### src/rtl/regs_wb_arbiter_pkg.sv
// Shared register-file types and constants for the writeback / multi-cycle write-port arbiter.
package regs_wb_arbiter_pkg;

   localparam int unsigned REG_ADDR_W    = 5;
   localparam int unsigned REG_W         = 32;
   localparam int unsigned NUM_REGS      = 32;
   localparam int unsigned MC_FIFO_DEPTH = 2;

   localparam logic [REG_ADDR_W-1:0] ZERO_REG     = '0;
   localparam logic [REG_W-1:0]      ZERO_WORD    = '0;
   localparam logic                  WRITE_ENABLE = 1'b1;

   typedef logic [REG_ADDR_W-1:0] reg_addr_t;
   typedef logic [REG_W-1:0]      reg_t;

   typedef struct packed {
      reg_addr_t addr;
      reg_t      data;
   } mc_entry_t;

   // A busy source/destination is a hazard unless the FIFO grant is writing it right now.
   function automatic logic reg_hazard(input reg_addr_t            a,
                                       input logic [NUM_REGS-1:0] busy,
                                       input logic                byp_en,
                                       input reg_addr_t           byp_addr);
      return (a != ZERO_REG) && busy[a] && !(byp_en && (byp_addr == a));
   endfunction

endpackage

### src/rtl/regs_wb_arbiter_mc_result_fifo.sv
// mc_result_fifo: synchronous FIFO buffering {addr,data} results from the multi-cycle unit.
module regs_wb_arbiter_mc_result_fifo
   import regs_wb_arbiter_pkg::*;
#(
   parameter  int unsigned DEPTH = MC_FIFO_DEPTH,
   localparam int unsigned CNT_W = $clog2(DEPTH) + 1
) (
   input  logic             clk_i,
   input  logic             rst_ni,
   input  logic             push_i,
   input  mc_entry_t        data_i,
   input  logic             pop_i,
   output mc_entry_t        head_o,
   output logic             full_o,
   output logic             empty_o,
   output logic [CNT_W-1:0] count_o
);

   localparam int unsigned PTR_W = $clog2(DEPTH);

   mc_entry_t        mem_q [DEPTH];
   logic [PTR_W-1:0] wr_ptr_q, wr_ptr_d;
   logic [PTR_W-1:0] rd_ptr_q, rd_ptr_d;
   logic [CNT_W-1:0] cnt_q, cnt_d;
   logic             push_ok;
   logic             pop_ok;

   assign full_o  = (cnt_q == CNT_W'(DEPTH));
   assign empty_o = (cnt_q == '0);
   assign count_o = cnt_q;
   assign head_o  = mem_q[rd_ptr_q];

   // A full FIFO refuses a push even when the head pops in the same cycle.
   assign push_ok = push_i && !full_o;
   assign pop_ok  = pop_i && !empty_o;

   always_comb begin
      wr_ptr_d = wr_ptr_q;
      rd_ptr_d = rd_ptr_q;
      cnt_d    = cnt_q;
      if (push_ok) wr_ptr_d = wr_ptr_q + PTR_W'(1);
      if (pop_ok)  rd_ptr_d = rd_ptr_q + PTR_W'(1);
      if (push_ok && !pop_ok)      cnt_d = cnt_q + CNT_W'(1);
      else if (!push_ok && pop_ok) cnt_d = cnt_q - CNT_W'(1);
   end

   always_ff @(posedge clk_i or negedge rst_ni) begin
      if (!rst_ni) begin
         wr_ptr_q <= '0;
         rd_ptr_q <= '0;
         cnt_q    <= '0;
      end else begin
         wr_ptr_q <= wr_ptr_d;
         rd_ptr_q <= rd_ptr_d;
         cnt_q    <= cnt_d;
      end
   end

   always_ff @(posedge clk_i) begin
      if (push_ok) mem_q[wr_ptr_q] <= data_i;
   end

endmodule

### src/rtl/regs_wb_arbiter.sv
// Register-file write-port arbiter between pipeline writeback and buffered multi-cycle results,
// with a busy scoreboard that stalls ID on hazards against outstanding multi-cycle destinations.
module regs_wb_arbiter
   import regs_wb_arbiter_pkg::*;
#(
   parameter int unsigned FIFO_DEPTH = MC_FIFO_DEPTH,
   parameter int unsigned MAX_WAIT   = 4
) (
   input  logic        clk_100MHz,
   input  logic        arst_n,
   input  logic        wb_w_ena_i,
   input  logic [4:0]  wb_w_addr_i,
   input  logic [31:0] wb_w_data_i,
   input  logic        mc_valid_i,
   input  logic [4:0]  mc_addr_i,
   input  logic [31:0] mc_data_i,
   output logic        mc_ready_o,
   input  logic        mc_issue_i,
   input  logic [4:0]  mc_issue_addr_i,
   input  logic [4:0]  id_rs1_addr_i,
   input  logic [4:0]  id_rs2_addr_i,
   input  logic [4:0]  id_rd_addr_i,
   output logic        id_stall_o,
   output logic        hold_wb_o,
   output logic        w_ena_o,
   output logic [4:0]  w_addr_o,
   output logic [31:0] w_data_o
);

   localparam int unsigned CNT_W  = $clog2(FIFO_DEPTH) + 1;
   localparam int unsigned WAIT_W = $clog2(MAX_WAIT + 1);

   mc_entry_t             fifo_in;
   mc_entry_t             fifo_head;
   logic                  fifo_full;
   logic                  fifo_empty;
   logic [CNT_W-1:0]      fifo_cnt;
   logic                  unused_fifo_cnt;
   logic                  push;

   logic                  wb_req;
   logic                  fifo_req;
   logic                  preempt;
   logic                  wb_grant;
   logic                  fifo_grant;

   logic [WAIT_W-1:0]     wait_q, wait_d;
   logic [NUM_REGS-1:0]   busy_q, busy_d;

   assign fifo_in         = '{addr: mc_addr_i, data: mc_data_i};
   assign push            = mc_valid_i && !fifo_full;
   assign unused_fifo_cnt = ^fifo_cnt;

   regs_wb_arbiter_mc_result_fifo #(
      .DEPTH (FIFO_DEPTH)
   ) u_mc_result_fifo (
      .clk_i   (clk_100MHz),
      .rst_ni  (arst_n),
      .push_i  (push),
      .data_i  (fifo_in),
      .pop_i   (fifo_grant),
      .head_o  (fifo_head),
      .full_o  (fifo_full),
      .empty_o (fifo_empty),
      .count_o (fifo_cnt)
   );

   // Write-port grant: WB wins unless the FIFO head has waited MAX_WAIT cycles.
   assign wb_req     = wb_w_ena_i && (wb_w_addr_i != ZERO_REG);
   assign fifo_req   = !fifo_empty;
   assign preempt    = fifo_req && (wait_q == WAIT_W'(MAX_WAIT));
   assign wb_grant   = wb_req && !preempt;
   assign fifo_grant = fifo_req && !wb_grant;

   always_comb begin
      w_ena_o  = 1'b0;
      w_addr_o = ZERO_REG;
      w_data_o = ZERO_WORD;
      if (arst_n) begin
         if (wb_grant) begin
            w_ena_o  = WRITE_ENABLE;
            w_addr_o = wb_w_addr_i;
            w_data_o = wb_w_data_i;
         end else if (fifo_grant) begin
            w_ena_o  = WRITE_ENABLE;
            w_addr_o = fifo_head.addr;
            w_data_o = fifo_head.data;
         end
      end
   end

   assign hold_wb_o  = arst_n && wb_req && preempt;
   assign mc_ready_o = arst_n && !fifo_full;
   assign id_stall_o = arst_n &&
                       (reg_hazard(id_rs1_addr_i, busy_q, fifo_grant, fifo_head.addr) ||
                        reg_hazard(id_rs2_addr_i, busy_q, fifo_grant, fifo_head.addr) ||
                        reg_hazard(id_rd_addr_i,  busy_q, fifo_grant, fifo_head.addr));

   // Head wait counter and busy scoreboard; a same-cycle issue overrides the grant's clear.
   always_comb begin
      wait_d = wait_q;
      busy_d = busy_q;
      if (!fifo_req || fifo_grant) begin
         wait_d = '0;
      end else if (wait_q != WAIT_W'(MAX_WAIT)) begin
         wait_d = wait_q + WAIT_W'(1);
      end
      if (fifo_grant) busy_d[fifo_head.addr] = 1'b0;
      if (mc_issue_i && (mc_issue_addr_i != ZERO_REG)) busy_d[mc_issue_addr_i] = 1'b1;
      busy_d[0] = 1'b0;
   end

   always_ff @(posedge clk_100MHz or negedge arst_n) begin
      if (!arst_n) begin
         wait_q <= '0;
         busy_q <= '0;
      end else begin
         wait_q <= wait_d;
         busy_q <= busy_d;
      end
   end

endmodule

### config.mk
export PLATFORM = sky130hd
export DESIGN_NAME = regs_wb_arbiter
export DESIGN_NICKNAME = d
export VERILOG_FILES = /design/src/rtl/regs_wb_arbiter_pkg.sv /design/src/rtl/regs_wb_arbiter_mc_result_fifo.sv /design/src/rtl/regs_wb_arbiter.sv
export SDC_FILE = /design/constraint.sdc
export NUM_CORES = 1
export LEC_CHECK = 0
export ABC_CLOCK_PERIOD_IN_PS = 3200
export CORE_ASPECT_RATIO = 0.5
export CORE_UTILIZATION = 51
export DETAILED_ROUTE_END_ITERATION = 7
export GPL_ROUTABILITY_DRIVEN = 0
export GPL_TIMING_DRIVEN = 0
export PLACE_DENSITY_LB_ADDON = 0.12
export SLEW_MARGIN = 20
export SYNTH_ARGS = -nofsm -noshare
export SYNTH_HDL_FRONTEND = slang
export SYNTH_SLANG_ARGS = --single-unit
### constraint.sdc
create_clock -name clk_100MHz -period 3.2 [get_ports clk_100MHz]
set_clock_uncertainty 0.05 [all_clocks]
set_input_delay 0.64 -clock clk_100MHz [delete_from_list [all_inputs] [get_ports clk_100MHz]]
set_output_delay 0.64 -clock clk_100MHz [all_outputs]
set_load 0.03 [all_outputs]
======== Yosys cells after proc, flatten, opt, wreduce, memory -nomap -nowiden ========
Memory sizes are Yosys's and may differ from the RTL's.
Cells that the tools add are included.
storage, ports and cells
  register bits after elaboration ......... 38
  bits in writable memories ............... 74
  input bits .............................. 99
  output and inout bits ................... 41
  logic and storage cells ................. 99
  memories ................................ 1
memories
  memory                  depth  bits a word  read ports  clocked after memory_dff  wr ports  RTL line                              source
  u_mc_result_fifo.mem_q  2      37           1           0                         1         regs_wb_arbiter_mc_result_fifo.sv:21  mc_entry_t mem_q [DEPTH];
operators by class
  $add $sub $neg .......................... 5
  order comparisons ....................... 7
  eq/ne operators ......................... 6
  mux-type cells .......................... 27
  bitwise operators ....................... 3
  reduce and logical (&&, ||, !) cells .... 45
operator list
  operator             number
  $mux 32              5
  $and 32x32->32       1
  $not 32->32          1
  $or 32x32->32        1
  $lt 5x6->1 const B   5
  $logic_and 1x1->1    25
  $reduce_bool 5->1    5
  $bmux 1 s5           3
  $eq 5x5->1           3
  $mux 5               3
  $demux 1 s5          2
  $ge 5x1->1 const B   2
  $mux 1               10
  $logic_not 1->1      9
  $mux 3               2
  $mux 2               2
  $reduce_bool 2->1    2
  $add 3x1->3 const B  1
  $eq 3x3->1 const B   1
  $logic_or 1x1->1     3
  $ne 3x3->1 const B   1
  $add 1x1->1 const B  2
  $add 2x1->2 const B  1
  $eq 2x2->1 const B   1
  other kinds (2)      2

======== Longest topological paths before layout ========
  depth in word-level cells ............... 13
  mapped depth ............................ 10
  depth with buffers taken out ............ 9

======== Cells and area by module ========
Synthesis repeated with hierarchy kept, for this count alone.
second synthesis, totals
  cells, all modules ...................... 483
  area, all modules ....................... 6,078.3 um^2
by module, submodules not included
  module                          instances  cells each  area each (um^2)  sequential area each (um^2)
  regs_wb_arbiter                 1          349         3,129.3           850.8
  regs_wb_arbiter_mc_result_fifo  1          134         2,949.1           2,322.2

======== Least setup slack after synthesis ========
No wires, ideal clock.
  kind .................................... input to output
  from .................................... in wb_w_addr_i[2]
  to ...................................... out w_data_o[24]
  arrival time ............................ 2.538 ns
  data required time ...................... 2.510 ns
  path slack .............................. -0.028 ns
  stages on the path ...................... 8
  buffers on the path ..................... 2
  path through ............................ or4_4 > o21ai_4 > a21oi_1 > clkbuf_1 > clkbuf_1 > nor3_1 > a21oi_1 > nor2b_1
between the ends
  cells in the longest elaborated chain, start to end .. 8
RTL lines
  what                   RTL line               source
  from (decl)            regs_wb_arbiter.sv:12  input logic [4:0] wb_w_addr_i,
  $reduce_bool 5->1 (*)  regs_wb_arbiter.sv:69  assign wb_req = wb_w_ena_i && (wb_w_addr_i != ZERO_REG);
  $logic_and 1x1->1 (*)  regs_wb_arbiter.sv:69
  $logic_and 1x1->1 (*)  regs_wb_arbiter.sv:72  assign wb_grant = wb_req && !preempt;
  $logic_not 1->1        regs_wb_arbiter.sv:73  assign fifo_grant = fifo_req && !wb_grant;
  $logic_and 1x1->1      regs_wb_arbiter.sv:73
  $mux 32                regs_wb_arbiter.sv:84  end else if (fifo_grant) begin
  $mux 32 (*)            regs_wb_arbiter.sv:80  if (wb_grant) begin
  $mux 32 (*)            regs_wb_arbiter.sv:79  if (arst_n) begin
  to (decl)              regs_wb_arbiter.sv:27  output logic [31:0] w_data_o
Mark *: on every way between the ends. The rest lies on a longest branch, timed or not.

======== Worst setup path in the final report ========
  from .................................... in id_rs1_addr_i[0]
  to ...................................... out id_stall_o
between the ends
  cells in the longest elaborated chain, start to end .. 7
  elaborated cells on any way between the ends .. 11
  those cells by class .................... 1 x eq/ne; 2 x mux; 8 x reduce/logical
RTL lines
  what                                                               RTL line                   source
  from (decl)                                                        regs_wb_arbiter.sv:20      input logic [4:0] id_rs1_addr_i,
  $bmux 1 s5 or $eq 5x5->1 (tied branches)                           regs_wb_arbiter_pkg.sv:26  return (a != ZERO_REG) && busy[a] && !(byp_en && (byp_addr == a));
  $mux 1 (implied by the code) or $logic_and 1x1->1 (tied branches)  regs_wb_arbiter_pkg.sv:26
  $logic_and 1x1->1 or $logic_not 1->1 (tied branches)               regs_wb_arbiter_pkg.sv:26
  $logic_and 1x1->1 (*)                                              regs_wb_arbiter_pkg.sv:26
  $logic_or 1x1->1 (*)                                               regs_wb_arbiter.sv:95      (reg_hazard(id_rs1_addr_i, busy_q, fifo_grant, fifo_head.addr) ||
  $logic_or 1x1->1 (*)                                               regs_wb_arbiter.sv:96      reg_hazard(id_rs2_addr_i, busy_q, fifo_grant, fifo_head.addr) ||
  $logic_and 1x1->1 (*)                                              regs_wb_arbiter.sv:94      assign id_stall_o = arst_n &&
  to (decl)                                                          regs_wb_arbiter.sv:23      output logic id_stall_o,
Mark *: on every way between the ends. The rest lies on a longest branch, timed or not. The select of a mux whose other input is x is not followed.

==> Implementation_results.wiki <==
{| class="wikitable"
! Metric !! Value
|-
| Run status || finished, final reports clean
|-
| Count of TritonRoute iterations in the first routing pass || 5
|-
| Sort of element at the end of the critical path || output pin
|-
| Power per Cell Area || approximately 760 nW/um2
|-
| Fraction of power consumed by sequential logic || between 30% and 40%
|-
| Clk_lat worst skew || 0.35 ns
|-
| Max-cap check violation count || 0
|-
| Final Hold Fails || 0
|-
| Fraction of layout cells with a size suffix above 1 || about 26%
|-
| Internal Dissipation || 3.94 mW
|-
| Layout Cell Area excl Fill || 8380 um2
|-
| Maximum number of pins on one net before global-route repair || 29
|-
| Number of placed I/O pins || 140
|-
| Path depth of the worst reg2reg path || 10
|-
| Slack of the worst reg-to-reg path || approximately 0.50 ns
|-
| Vias post-DR || between 4000 and 5000
|-
| TritonCTS clock tree || done
|-
| Class of the tightest hold or removal check || primary input to asynchronous set/reset pin
|-
| Number of unique standard cell types used by synthesis || 50
|-
| Type of the worst setup path || primary input to output pin
|-
| Number of flops mapped to enable cells by yosys || 74
|-
| Warnings, synthesis || 0
|-
| Primary FF master, synth || edfxtp_1
|-
| Post-placement setup slack || -1.21 ns
|-
| Reg-to-reg critical path endpoint || busy_q[7]$_DFF_PN0_
|-
| Post-route ant nets || 0
|-
| Share of the synthesized area in the top cell type || 36.4%
|-
| Total Die Area || around 12000 um2
|-
| Wire length of the first global-routing pass || 25.8 mm
|-
| Count of final max-slew check failures || 0
|-
| Die boundary width || 157 um
|-
| Routed wirelength normalized by instance count || just under 20 um
|-
| RSZ-0062 raised after global routing || true
|-
| Largest cells by area after synthesis || edfxtp_1, dfrtp_1, mux2i_1
|-
| Final period utilization || between 90% and 100%
|-
| Multi-input gate area || 3040 um2
|-
| Total power after layout || about 6.4 mW
|-
| Nets@finish || a little under 800
|-
| Placed cell count || between 800 and 900
|-
| Number of placement rows || 27
|-
| Post-Route Utilization || between 70% and 80%
|-
| Combined flip-flop and latch cell area || 3170 um2
|-
| Post-synthesis instance area || 6110 um2
|-
| Vias in the first global route || 4861
|-
| CTS max path bufs || 2
|-
| Portion of the post-synthesis area used by sequential elements || 51.9%
|-
| Final min period || 3.19 ns
|-
| Number of antenna violations at the first check in global routing || 0
|-
| Number of remaining DRC errors || 0
|-
| Peak supply drop || between 0.0003 and 0.0004 V
|-
| Total setup violations reported at the end of the flow || 0
|-
| Data arrival time of the critical path || roughly 2.5 ns
|-
| Number of diodes added for antenna fixing || 0
|-
| DRT iter0 DRCs || around 370
|-
| Post-Syn Instances || between 500 and 600
|-
| Synthesized net count || slightly above 600
|-
| Synth async-reset ratio || approximately a third
|-
| Area growth, synth to finish || 37.2%
|-
| GR Util All Layers || 27.9%
|-
| Switch share || between 30% and 40%
|-
| Total Neg Setup Slack || 0 ns
|-
| Transition time of the tightest slew-check pin || 0.999 ns
|-
| Mean number of vias per cell || 5.86
|-
| Minimum setup slack in the final design || roughly 0.010 ns
|-
| Clock share of power || 17.1%
|-
| Num CTS Buffers || 9
|-
| Cell leakage power || approximately 3.2 nW
|-
| Clock-pin slew on the worst setup and hold paths || approximately 0.08 ns
|-
| Number of hold-repair buffers added at the cts stage || 0
|-
| Maximum fanout along the worst path || 6
|-
| Part of the total power dissipated in combinational logic || ~45%
|-
| Number of fill cells in the layout || between 700 and 800
|-
| Relative slew slack || ~33%
|-
| CTS H-tree lvls || 3
|-
| Placed wire-length estimate after detailed placement || 11.2 mm
|-
| Core region area || between 10000 and 15000 um2
|-
| P_sw || roughly 2.4 mW
|-
| I/O Buffers || 130
|-
| Sort of element at the start of the critical path || primary input
|-
| Placed cell area || just under 8000 um2
|-
| Number of synthesized register bits || 112
|-
| Worst EP required || ~2.5 ns
|-
| Die H || approximately 79 um
|-
| Largest area contributor in the netlist || edfxtp_1
|-
| Startpoint of the worst register-to-register path || wait_q[0]$_DFFE_PN0P_
|-
| Clk root buf || clkbuf_16
|-
| Effective utilization at floorplan || between 50% and 60%
|-
| Syn avg cell area || approximately 12 um2
|-
| Hold Slack || between 0.1 and 0.15 ns
|-
| Clock Sinks || around 110
|-
| Total grt overflow || 0
|-
| Final Non-Filler Cells || between 800 and 900
|-
| Maximum clock frequency || between 300 and 400 MHz
|-
| Post-Route WL || 16.4 mm
|}
-- power groups by stage --
| stage | clock (mW) | combinational (mW) | sequential, mW |
|---|---|---|---|
| 2_1_floorplan | 0 | 1.77 | 2.27 |
| 3_3_place_gp | 0 | 2.43 | 2.38 |
| 3_5_place_dp | 0 | 2.53 | 2.39 |
| 4_1_cts | 1.10 | 2.81 | 2.37 |
| 5_1_grt | 1.16 | 3.09 | 2.44 |
| 6_report | 1.09 | 2.88 | 2.38 |
-- metal layers --
layer / up-vias / GRT usage (%) / share of wire, %
met1: 2410 / 35.4 / 42
met4: 0 / 8.73 / 1.8
li1: 2292 / - / -
met2: 220 / 47.8 / 49
met3: 30 / 6.73 / 7.7
met5: - / 0 / 0
-- worst max-delay path: stages --
cell       delay [ns]
buf_4            0.11
buf_6            0.14
mux4_2           0.51
mux2i_1          0.17
a2111oi_1        0.10
a311o_1          0.34
a311o_1          0.34
buf_6            0.15
-- cell families (layout without fill, tap and decap cells) --
| group | Yosys count | count (layout) | share of synthesized area (%) |
|---|---|---|---|
| AND/OR/NAND/NOR | 175 | 175 | 15.3 |
| flip-flops | 112 | 112 | 51.9 |
| adder cells (fa/ha/maj) | 3 | 3 | 0.614 |
| AO/OA/AOI/OAI | 96 | 96 | 10.9 |
| XOR/XNOR | 21 | 21 | 3.01 |
| multiplexers | 70 | 70 | 15.7 |
| buffers and inverters | 40 | 209 | 2.56 |
-- layout by cell type (no fill, tap or decap), types with 4 or more instances in the layout --
master,count
buf_6,9
mux4_2,18
clkbuf_2,4
o2bb2ai_1,12
nor3_2,23
dfrtp_1,37
xor2_1,9
nand2b_1,4
nor3_1,17
nand3b_1,4
xnor2_1,12
a21oi_1,38
nor4_1,4
nor2b_1,31
clkdlybuf4s50_1,84
nor3b_1,7
edfxtp_1,74
clkbuf_1,11
o21ai_0,7
a22o_1,15
buf_4,34
inv_1,9
nor2_1,14
mux2_2,5
nor2b_2,7
mux2i_4,5
buf_2,18
clkbuf_4,11
mux2i_1,40
clkbuf_16,10
nand3_1,6
nand2_1,39
buf_12,4
-- Yosys cell counts, types with 3 or more instances --
library cell   n
ha_1           3
nand3b_1       4
mux4_2        18
o2bb2ai_1     12
edfxtp_1      74
mux2i_1       41
inv_1          9
nand3_1        6
nor4_1         4
mux2_2         6
nor3_1        43
xor2_1         9
nor3b_1        7
clkbuf_1      23
o21ai_0        7
buf_1          3
dfrtp_1       38
and3_1         4
mux2i_2        3
nor2b_1       38
nand2_1       39
xnor2_1       12
a2111oi_0      3
nand2b_1       4
buf_2          5
a311o_1        3
a211oi_1       3
a22o_1        15
nor2_1        15
a21oi_1       40
-- worst max path at each step --
| stage | depth (start not counted) | startpoint | endpoint |
|---|---|---|---|
| 2_1_floorplan | 8 | wb_w_addr_i[2] | w_addr_o[4] |
| 3_3_place_gp | 4 | arst_n | hold_wb_o |
| 3_5_place_dp | 10 | wb_w_addr_i[2] | w_data_o[29] |
| 4_1_cts | 7 | id_rs1_addr_i[0] | id_stall_o |
| 5_1_grt | 8 | u_mc_result_fifo.rd_ptr_q$_DFFE_PN0P_ | id_stall_o |
| 6_report | 8 | id_rs1_addr_i[0] | id_stall_o |
-- what timing repair did --
| item | 4_1_cts | 5_1_grt |
|---|---|---|
| endpoints found under the setup margin | 40 | 35 |
| setup buffers | 16 | 3 |
| gates cloned | 2 | 0 |
| pin swaps | 9 | 2 |
| resized for setup | 302 | 28 |
| hold endpoints to repair | 0 | 0 |
-- final cells by class --
cell class                 count  share of cell area (%)
timing repair buffer         154                    16.9
clock inverter                 6                   0.717
buffer                        30                    2.69
inverter                       9                   0.403
sequential                   112                    37.9
clock buffer                  10                    2.73
multi-input combinational    365                    36.3
tap                          159                    2.37
-- flip-flops by register name, summed over array words and instances, names as in the netlist --
name	cells
wait_q	3
u_mc_result_fifo.wr_ptr_q	1
u_mc_result_fifo.mem_q	74
u_mc_result_fifo.count_o	2
busy_q	31
u_mc_result_fifo.rd_ptr_q	1
(Power assumes the default switching activity.)
